<file path="src/rtl/countdown_timer.sv">
// ---------------------------------------------------------------------------
// countdown_timer
//   MM:SS.mmm countdown timer. It has a 1 ms prescaler and an
//   IDLE/RUN/PAUSE/DONE control FSM. It drives four seven-segment digits
//   (active-low, bit6=g .. bit0=a) and shows the remaining milliseconds in
//   binary.
//
// Parameters
//   TICK_DIV    clk cycles per 1 ms tick (>= 2)
//
// Ports
//   clk         system clock, rising edge
//   rst         asynchronous active-low reset
//   load        capture (clamped) preset_min/preset_sec, return to IDLE
//   preset_min  minutes preset, values above 99 clamp to 99
//   preset_sec  seconds preset, values above 59 clamp to 59
//   start       level: 1 = run, 0 = pause
//   HEX0..HEX3  sec units, sec tens, min units, min tens (seven-segment)
//   milesimos   remaining milliseconds 0-999
//   running     high in RUN
//   done        high in DONE
//   expired     single-cycle pulse on entry to DONE
// ---------------------------------------------------------------------------
module countdown_timer #(
    parameter int TICK_DIV = 50000
) (
    input  logic       clk,
    input  logic       rst,
    input  logic       load,
    input  logic [6:0] preset_min,
    input  logic [5:0] preset_sec,
    input  logic       start,
    output logic [6:0] HEX0,
    output logic [6:0] HEX1,
    output logic [6:0] HEX2,
    output logic [6:0] HEX3,
    output logic [9:0] milesimos,
    output logic       running,
    output logic       done,
    output logic       expired
);

    localparam int PW = $clog2(TICK_DIV);
    localparam logic [PW-1:0] PRESC_LAST = PW'(TICK_DIV - 1);

    typedef enum logic [1:0] {
        ST_IDLE  = 2'd0,
        ST_RUN   = 2'd1,
        ST_PAUSE = 2'd2,
        ST_DONE  = 2'd3
    } state_t;

    state_t          state_r;
    logic [6:0]      min_r;
    logic [5:0]      sec_r;
    logic [9:0]      ms_r;
    logic [PW-1:0]   presc_r;
    logic            running_r;
    logic            done_r;
    logic            expired_r;

    logic [6:0]      clamp_min_s;
    logic [5:0]      clamp_sec_s;
    logic [6:0]      dec_min_s;
    logic [5:0]      dec_sec_s;
    logic [9:0]      dec_ms_s;
    logic            zero_s;
    logic            reach_zero_s;
    logic            tick_s;

    // Seven-segment encoding, active-low; a non-digit blanks the display.
    function automatic logic [6:0] seg7(input logic [3:0] d);
        logic [6:0] s;
        case (d)
            4'd0:    s = 7'h40;
            4'd1:    s = 7'h79;
            4'd2:    s = 7'h24;
            4'd3:    s = 7'h30;
            4'd4:    s = 7'h19;
            4'd5:    s = 7'h12;
            4'd6:    s = 7'h02;
            4'd7:    s = 7'h78;
            4'd8:    s = 7'h00;
            4'd9:    s = 7'h10;
            default: s = 7'h7F;
        endcase
        return s;
    endfunction

    // Tens digit of a 0-99 value.
    function automatic logic [3:0] tens_of(input logic [6:0] v);
        return 4'(v / 7'd10);
    endfunction

    // Units digit of a 0-99 value.
    function automatic logic [3:0] ones_of(input logic [6:0] v);
        return 4'(v % 7'd10);
    endfunction

    // Clamp presets to the displayable range.
    always_comb begin
        if (preset_min > 7'd99) begin
            clamp_min_s = 7'd99;
        end else begin
            clamp_min_s = preset_min;
        end
        if (preset_sec > 6'd59) begin
            clamp_sec_s = 6'd59;
        end else begin
            clamp_sec_s = preset_sec;
        end
    end

    // Next count after one tick; an all-zero count holds rather than wrapping.
    always_comb begin
        dec_min_s = min_r;
        dec_sec_s = sec_r;
        dec_ms_s  = ms_r;
        zero_s    = (min_r == 7'd0) && (sec_r == 6'd0) && (ms_r == 10'd0);
        if (zero_s) begin
            dec_ms_s = 10'd0;
        end else if (ms_r != 10'd0) begin
            dec_ms_s = ms_r - 10'd1;
        end else begin
            dec_ms_s = 10'd999;
            if (sec_r != 6'd0) begin
                dec_sec_s = sec_r - 6'd1;
            end else begin
                dec_sec_s = 6'd59;
                dec_min_s = min_r - 7'd1;
            end
        end
        reach_zero_s = (dec_min_s == 7'd0) && (dec_sec_s == 6'd0) && (dec_ms_s == 10'd0);
        tick_s       = (presc_r == PRESC_LAST);
    end

    // Control FSM, count registers, prescaler and status flags.
    always_ff @(posedge clk or negedge rst) begin
        if (!rst) begin
            state_r   <= ST_IDLE;
            min_r     <= 7'd0;
            sec_r     <= 6'd0;
            ms_r      <= 10'd0;
            presc_r   <= '0;
            running_r <= 1'b0;
            done_r    <= 1'b0;
            expired_r <= 1'b0;
        end else if (load) begin
            state_r   <= ST_IDLE;
            min_r     <= clamp_min_s;
            sec_r     <= clamp_sec_s;
            ms_r      <= 10'd0;
            presc_r   <= '0;
            running_r <= 1'b0;
            done_r    <= 1'b0;
            expired_r <= 1'b0;
        end else begin
            expired_r <= 1'b0;
            case (state_r)
                ST_IDLE: begin
                    if (start && !zero_s) begin
                        state_r   <= ST_RUN;
                        running_r <= 1'b1;
                    end
                end
                ST_RUN: begin
                    // Pausing wins over counting on the same edge; the prescaler keeps its phase.
                    if (!start) begin
                        state_r   <= ST_PAUSE;
                        running_r <= 1'b0;
                    end else if (tick_s) begin
                        presc_r <= '0;
                        min_r   <= dec_min_s;
                        sec_r   <= dec_sec_s;
                        ms_r    <= dec_ms_s;
                        if (reach_zero_s) begin
                            state_r   <= ST_DONE;
                            running_r <= 1'b0;
                            done_r    <= 1'b1;
                            expired_r <= 1'b1;
                        end
                    end else begin
                        presc_r <= presc_r + PW'(1);
                    end
                end
                ST_PAUSE: begin
                    if (start) begin
                        state_r   <= ST_RUN;
                        running_r <= 1'b1;
                    end
                end
                ST_DONE: begin
                    state_r <= ST_DONE;
                end
                default: begin
                    state_r   <= ST_IDLE;
                    running_r <= 1'b0;
                    done_r    <= 1'b0;
                end
            endcase
        end
    end

    // Display decode straight from the count registers (no added latency).
    always_comb begin
        HEX0 = seg7(ones_of({1'b0, sec_r}));
        HEX1 = seg7(tens_of({1'b0, sec_r}));
        HEX2 = seg7(ones_of(min_r));
        HEX3 = seg7(tens_of(min_r));
    end

    assign milesimos = ms_r;
    assign running   = running_r;
    assign done      = done_r;
    assign expired   = expired_r;

endmodule

</file>
<file path="config.mk">
export PLATFORM = sky130hd
export DESIGN_NAME = countdown_timer
export DESIGN_NICKNAME = d
export VERILOG_FILES = /design/src/rtl/countdown_timer.sv
export SDC_FILE = /design/constraint.sdc
export NUM_CORES = 1
export LEC_CHECK = 0
export ABC_AREA = 1
export CAP_MARGIN = 10
export CORE_MARGIN = 1
export CORE_UTILIZATION = 45
export DETAILED_ROUTE_END_ITERATION = 10
export HOLD_SLACK_MARGIN = 0.06
export PLACE_DENSITY_LB_ADDON = 0.15
export SLEW_MARGIN = 20
export SYNTH_ARGS = -nofsm -noshare
export SYNTH_HDL_FRONTEND = slang
export SYNTH_SLANG_ARGS = --single-unit
</file>
<file path="constraint.sdc">
create_clock -name clk -period 4.8 [get_ports clk]
set_clock_uncertainty 0.15 [all_clocks]
set_input_delay 0.72 -clock clk [delete_from_list [all_inputs] [get_ports clk]]
set_output_delay 0.72 -clock clk [all_outputs]
set_load 0.02 [all_outputs]
</file>
[Yosys cells after proc, flatten, opt, wreduce, memory -nomap -nowiden]
Memories as Yosys holds them, arrays and structs flattened.
Cells that the tools add are included.
Storage, ports and cells
  word-level logic and storage cells: 105
  bits in registers: 44
  output and inout port bits: 41
  memories kept: 4
  ROM bits: 448
  input bits: 17
Operators by class
  reductions and logical operators: 25
  eq/ne operators: 8
  mux-type cells: 50
  divide/modulo/power cells: 4
  add/subtract/negate cells: 4
  magnitude comparators: 2
Memory list
  (name not given): words 16, width 7, rd ports 1, clocked after Yosys merged registers in 0, write ports 0, line 74  | case (d)
  (name not given): words 16, width 7, rd ports 1, clocked after Yosys merged registers in 0, write ports 0, line 74
  (name not given): words 16, width 7, rd ports 1, clocked after Yosys merged registers in 0, write ports 0, line 74
  (name not given): words 16, width 7, rd ports 1, clocked after Yosys merged registers in 0, write ports 0, line 74
Operators with widths (number)
  16-bit 2-to-1 mux: 4
  10-bit 2-to-1 mux: 6
  7-bit 2-to-1 mux: 8
  6-bit 2-to-1 mux: 8
  10-bit zero test: 2
  16-bit by 1-bit adder with 16-bit output (second input constant): 1
  16-bit equality test (second input constant): 1
  1-bit 2-to-1 mux: 16
  7-bit zero test: 2
  6-bit zero test: 2
  2-bit 2-to-1 mux: 6
  10-bit nonzero test: 1
  10-bit by 1-bit subtractor with 10-bit output (second input constant): 1
  4-bit != test (second input constant): 2
  2-bit case mux with 4 select lines: 1
  4-bit AND reduction: 2
  2-bit nonzero test: 4
  6-bit by 4-bit divider with 7-bit output (second input constant): 1
  7-bit by 4-bit divider with 7-bit output (second input constant): 1
  7-bit greater-than comparator (second input constant): 1
  6-bit by 4-bit remainder unit with 7-bit output (second input constant): 1
  7-bit by 4-bit remainder unit with 7-bit output (second input constant): 1
  7-bit by 1-bit subtractor with 7-bit output (second input constant): 1
  6-bit greater-than comparator (second input constant): 1
  other kinds (13): 19

[Longest topological paths before layout]
  word-level depth: 12
  mapped depth: 26
  mapped depth without buffers: 25

[Worst setup path after synthesis]
No wires, ideal clock.
  kind: reg-to-output
  start: register sec_r[0]
  end: output port HEX1[4]
  path buffers: 0
  stages on the path, launching flop included: 18
  arrival: 3.095 ns
  slack: 0.835 ns
  required time: 3.930 ns
  cell sequence: dfrtp_1 -> inv_1 -> ha_1 -> nand2_2 -> o21ai_4 -> nand2_4 -> o21ai_2 -> nand2_4 -> nand3_4 -> nand2_1 -> and2_1 -> ha_1 -> inv_1 -> nand3_2 -> nand3_4 -> inv_1 -> ha_1 -> o21ai_0
Between the ends
  longest elaborated chain between the ends: 2
Ends and longest elaborated chain
  start, declared: line 55  | logic [5:0] sec_r;
  start signal, assigned: line 151  | sec_r <= clamp_sec_s;
  start signal, assigned: line 174  | sec_r <= dec_sec_s;
  6-bit by 4-bit divider with 7-bit output: line 92  | return 4'(v / 7'd10);
  memory read 16 x 7 bit
  end, declared: line 34  | output logic [6:0] HEX1,
Every way passes these cells.

[Final worst setup path]
  start: register min_r[5]
  end: output port HEX3[4]
Between the ends
  longest elaborated chain between the ends: 2
Ends and longest elaborated chain
  start, declared: line 54  | logic [6:0] min_r;
  start signal, assigned: line 150  | min_r <= clamp_min_s;
  start signal, assigned: line 173  | min_r <= dec_min_s;
  7-bit by 4-bit divider with 7-bit output: line 92
  memory read 16 x 7 bit
  end, declared: line 36  | output logic [6:0] HEX3,
Every way passes these cells.

==> impl_summary.md <==
Floorplan
The horizontal die dimension is 104.0 um. The initialized floorplan defines 36 standard-cell rows. The effective utilization at floorplan is between 40% and 50%. In this run the vertical extent of the chip is 104.0 um. After floorplanning, the core was sized to cover roughly 9900 um2.

The die covers 10810 um2. The number of primary I/O pins is between 50 and 60.

Route
The detail route stage leaves a number of antenna-violating nets equal to 0. The detailed-route DRC error count is 0. After detailed routing, the average wire length per cell comes to 13.34 um. The number of vias after detailed routing is 4902. The first TritonRoute pass finished after 5 iterations. The first routing iteration left 329 violations. After detailed routing, the number of vias per cell comes to 5.311.

For this block, the routed nets add up to 12.31 mm of wire.

Timing
The achievable clock frequency is 221.9 MHz. The number of pins with negative max-slew slack in the final report was 0. After routing, the total negative slack on setup checks comes to 0 ns. After layout, the worst path uses about 94% of the clock period. The relative max-transition margin is between 30% and 40%.

The number of setup violations in the final report is 0. Setup repair after global routing left no endpoint under its margin. At the pin with the least slew margin, the transition time is roughly 0.92 ns.

The number of hold violations in the final report is 0. The shortest clock period the worst path allows after layout is around 4.5 ns.

Synthesis
The cell count after synthesis came out at 727. The number of distinct library cells after synthesis is 48. The main combinational cell family by area after synthesis is simple AND/OR/NAND/NOR gates. After synthesis the netlist holds a flip-flop and latch count of 44. The net count after synthesis is 780. After synthesis, the cell types taking the most area are sky130_fd_sc_hd__dfrtp_1 24%, sky130_fd_sc_hd__nand2_1 16%, sky130_fd_sc_hd__ha_1 9.6%.

For this run, the number of Yosys warnings is 0. Ranked by instance count, the synthesized netlist is headed by 203 x sky130_fd_sc_hd__nand2_1, 86 x sky130_fd_sc_hd__inv_1, 81 x sky130_fd_sc_hd__nor2_1. After Yosys synthesis, and, or, nand and nor cells account for between 40% and 50% of the synthesized area. The share of synthesized area in the top cell type comes to 23.53%. The area share of xor/xnor cells in the synthesized design is 2.032%.

The most instantiated library cell after synthesis is sky130_fd_sc_hd__nand2_1. The number of flops mapped to enable cells by yosys is 0. Sequential elements use 23.53% of the synthesized area. In the synthesized netlist the dominant register cell turns out to be sky130_fd_sc_hd__dfrtp_1.

The post-synthesis async set-or-reset flop share is 100.0%. The average cell area after synthesis is 6.437 um2. Multiplexer cells account for 0% of the synthesized area. The mapped cell area is 4679 um2. The synthesized netlist devotes 12.35% of its cell area to compound gates.

The most area-hungry cell type in the Yosys netlist is sky130_fd_sc_hd__dfrtp_1. The share of synthesized cell area in full adder, half adder and majority cells is 9.626%.

Layout
The layout overhead on the synthesized area is 20.08%. In the final layout, flip-flops and latches occupy 1107 um2. The utilization after layout is 56.70%. The layout net count is 842. The post-route netlist has approximately an eighth of its cells at a drive strength greater than 1.

Fill cells in the final layout number 944. 0 antenna diodes ended up in the layout. The multi-input combinational cells in the finished layout cover a total of 3164 um2.

Placement
At the end of routability-driven placement, the weighted congestion stood at 0.8970. The placed wire-length estimate is slightly above 9 mm. The count of input and output buffers is between 50 and 60.

Global routing
The initial antenna violation count is 0. Global routing consumed, over all layers together, 23.18% of the routing resources. The number of global-route vias before repair is about 4600. The total congestion overflow is 0. The wire length of the first global-routing pass is 21.09 mm. The pin count of the biggest net entering global routing is between 40 and 50.

CTS
Clock tree synthesis selected as its root buffer the cell sky130_fd_sc_hd__clkbuf_8. Buffers inserted during clock tree synthesis total 5. In this run the deepest clock path goes through 2 buffers. The clock sink total is 44. The H-tree was split into 2 levels. After clock tree synthesis, the flow added hold-fix buffers numbering 0. The clock latency of the later-clocked register in the worst-skew pair is 0.31 ns. The CTS tree is yes.

The clock input transition at the sequential cells of the worst setup and hold paths is 0.10 ns.

Hold path
The worst hold path belongs to the class in2async.

Setup path
The start-to-end type of the worst setup path is reg2out. STA puts the critical path data required time at 3.93 ns. Counting stages on the worst path, the most repeated cell is sky130_fd_sc_hd__nand2_1. The kind of cell with the highest combined delay on the critical path is simple AND/OR/NAND/NOR gates. The largest individual stage delay along the critical path comes from the cell sky130_fd_sc_hd__clkdlybuf4s50_1. Walking the worst path, the cells encountered are nor2_4 > nand2_1 > nand2_4 > nand2_2 > xor2_1 > inv_1 > nand2_1 > nand2_2 > xor2_2 > inv_2 > ha_1 > nand2_1 > nand2_1 > nand2_2 > nand2_4 > ha_1 > inv_1 > o21ai_0 > o21ai_0 > clkdlybuf4s50_1. Counting both buffers and inverters, the worst setup path holds a total of 4. The largest single stage delay on the critical path is 0.66 ns. The data arrival time of the worst path is 3.64 ns. The nature of the critical path endpoint is an output pin. Along the worst path, the maximum fanout reaches 9. The type of origin of the critical path is a flip-flop.

Power and ir drop
In this run the power density over the cells is between 600 and 700 nW/um2. The leakage power figure is 2.947 nW. The largest voltage drop on the vdd net is 0.5405 mV.

Job
Across the run, the number of max-cap violations was 0.

Status
The flow ran to the end, and the final reports show no timing, DRC or antenna violations.
final timing paths:
check,slack (ns),startpoint,end,depth (start not counted)
setup / recovery,0.29,min_r[5]$_DFFE_PN0P_,HEX3[4],20
hold / removal,0.25,rst,presc_r[12]$_DFFE_PN0P_,1
setup reg to reg,1.71,milesimos[0]$_DFFE_PN0P_,state_r[1]$_DFFE_PN0P_,18
hold reg to reg,0.34,done$_DFFE_PN0P_,done$_DFFE_PN0P_,2
max in group asynchronous,3.81,rst,min_r[6]$_DFFE_PN0P_,1
min in group clk,0.34,done$_DFFE_PN0P_,done$_DFFE_PN0P_,2
layout by cell type, fill, tap and decap left out, types with 9 or more instances in the layout:
cell	n
sky130_fd_sc_hd__nand2_1	203
sky130_fd_sc_hd__inv_1	83
sky130_fd_sc_hd__nor2_1	80
sky130_fd_sc_hd__nand3_1	51
sky130_fd_sc_hd__dfrtp_1	39
sky130_fd_sc_hd__o21ai_0	36
sky130_fd_sc_hd__clkdlybuf4s50_1	35
sky130_fd_sc_hd__ha_1	34
sky130_fd_sc_hd__nand2_2	24
sky130_fd_sc_hd__a21oi_1	22
sky130_fd_sc_hd__nand4_1	19
sky130_fd_sc_hd__dlymetal6s2s_1	15
sky130_fd_sc_hd__inv_2	13
sky130_fd_sc_hd__buf_4	12
sky130_fd_sc_hd__nor3_1	11
sky130_fd_sc_hd__nand2_4	9
sky130_fd_sc_hd__xor2_1	9
sequential cells by signal, indices dropped and copies added, names as in the netlist:
name       flops
sec_r          6
expired        1
state_r        2
milesimos     10
done           1
running        1
presc_r       16
min_r          7
report_power, final:
part           internal (W)  leakage [nW]  total [W]  switching [W]
Sequential         0.000418         0.574   0.000480      0.0000616
Clock              0.000171        0.0614   0.000313       0.000143
Combinational       0.00118          2.31    0.00307        0.00189
Total               0.00177          2.95    0.00386        0.00209
through the flow:
| step | std cells | hold slack (ns) | power [W] | cell area, um2 | setup WS [ns] |
|---|---|---|---|---|---|
| CTS | 918 | 0.3455 | 0.003868 | 5517 | 0.03336 |
| global route | 923 | 0.2960 | 0.004208 | 5619 | 0.01237 |
| detailed placement | 910 | 0.3234 | 0.003628 | 5393 | 0.1488 |
| floorplan | 727 | 0.2744 | 0.002536 | 4679 | 0.8346 |
| global placement | 910 | 0.3223 | 0.003564 | 5393 | 0.3294 |
| finish | 923 | 0.2473 | 0.003862 | 5619 | 0.2941 |
layout make-up:
cell class | count | share of cell area (%)
Multi-Input combinational cell | 570 | 56.31
Sequential cell | 44 | 19.71
Timing Repair Buffer | 68 | 12.11
Inverter | 100 | 6.747
Tap cell | 133 | 2.961
Clock buffer | 6 | 1.470
Clock inverter | 2 | 0.6903
metal layers:
metal  up-vias  share of wire, %  GRT usage [%]
li1       2482                 -              -
met1      2263                46          29.98
met2       134                48          40.00
met3        23               4.3          2.882
met4         0               2.0          7.449
met5         -                 0              0
logic make-up after synthesis:
logic type | count (synthesis)
and+or+nand+nor | 427
buffers and inverters | 113
AOI/OAI and AO/OA | 97
DFF | 44
adders and majority gates | 36
xor gates and xnor gates | 10
what timing repair did:
action / CTS / global route
setup buffers: 0 / 5
gates resized for setup: 10 / 26
gates cloned: 0 / 0
pin swaps: 0 / 1
endpoints found under the setup margin: 9 / 26
Note: power is estimated with default switching activity, not from simulation.
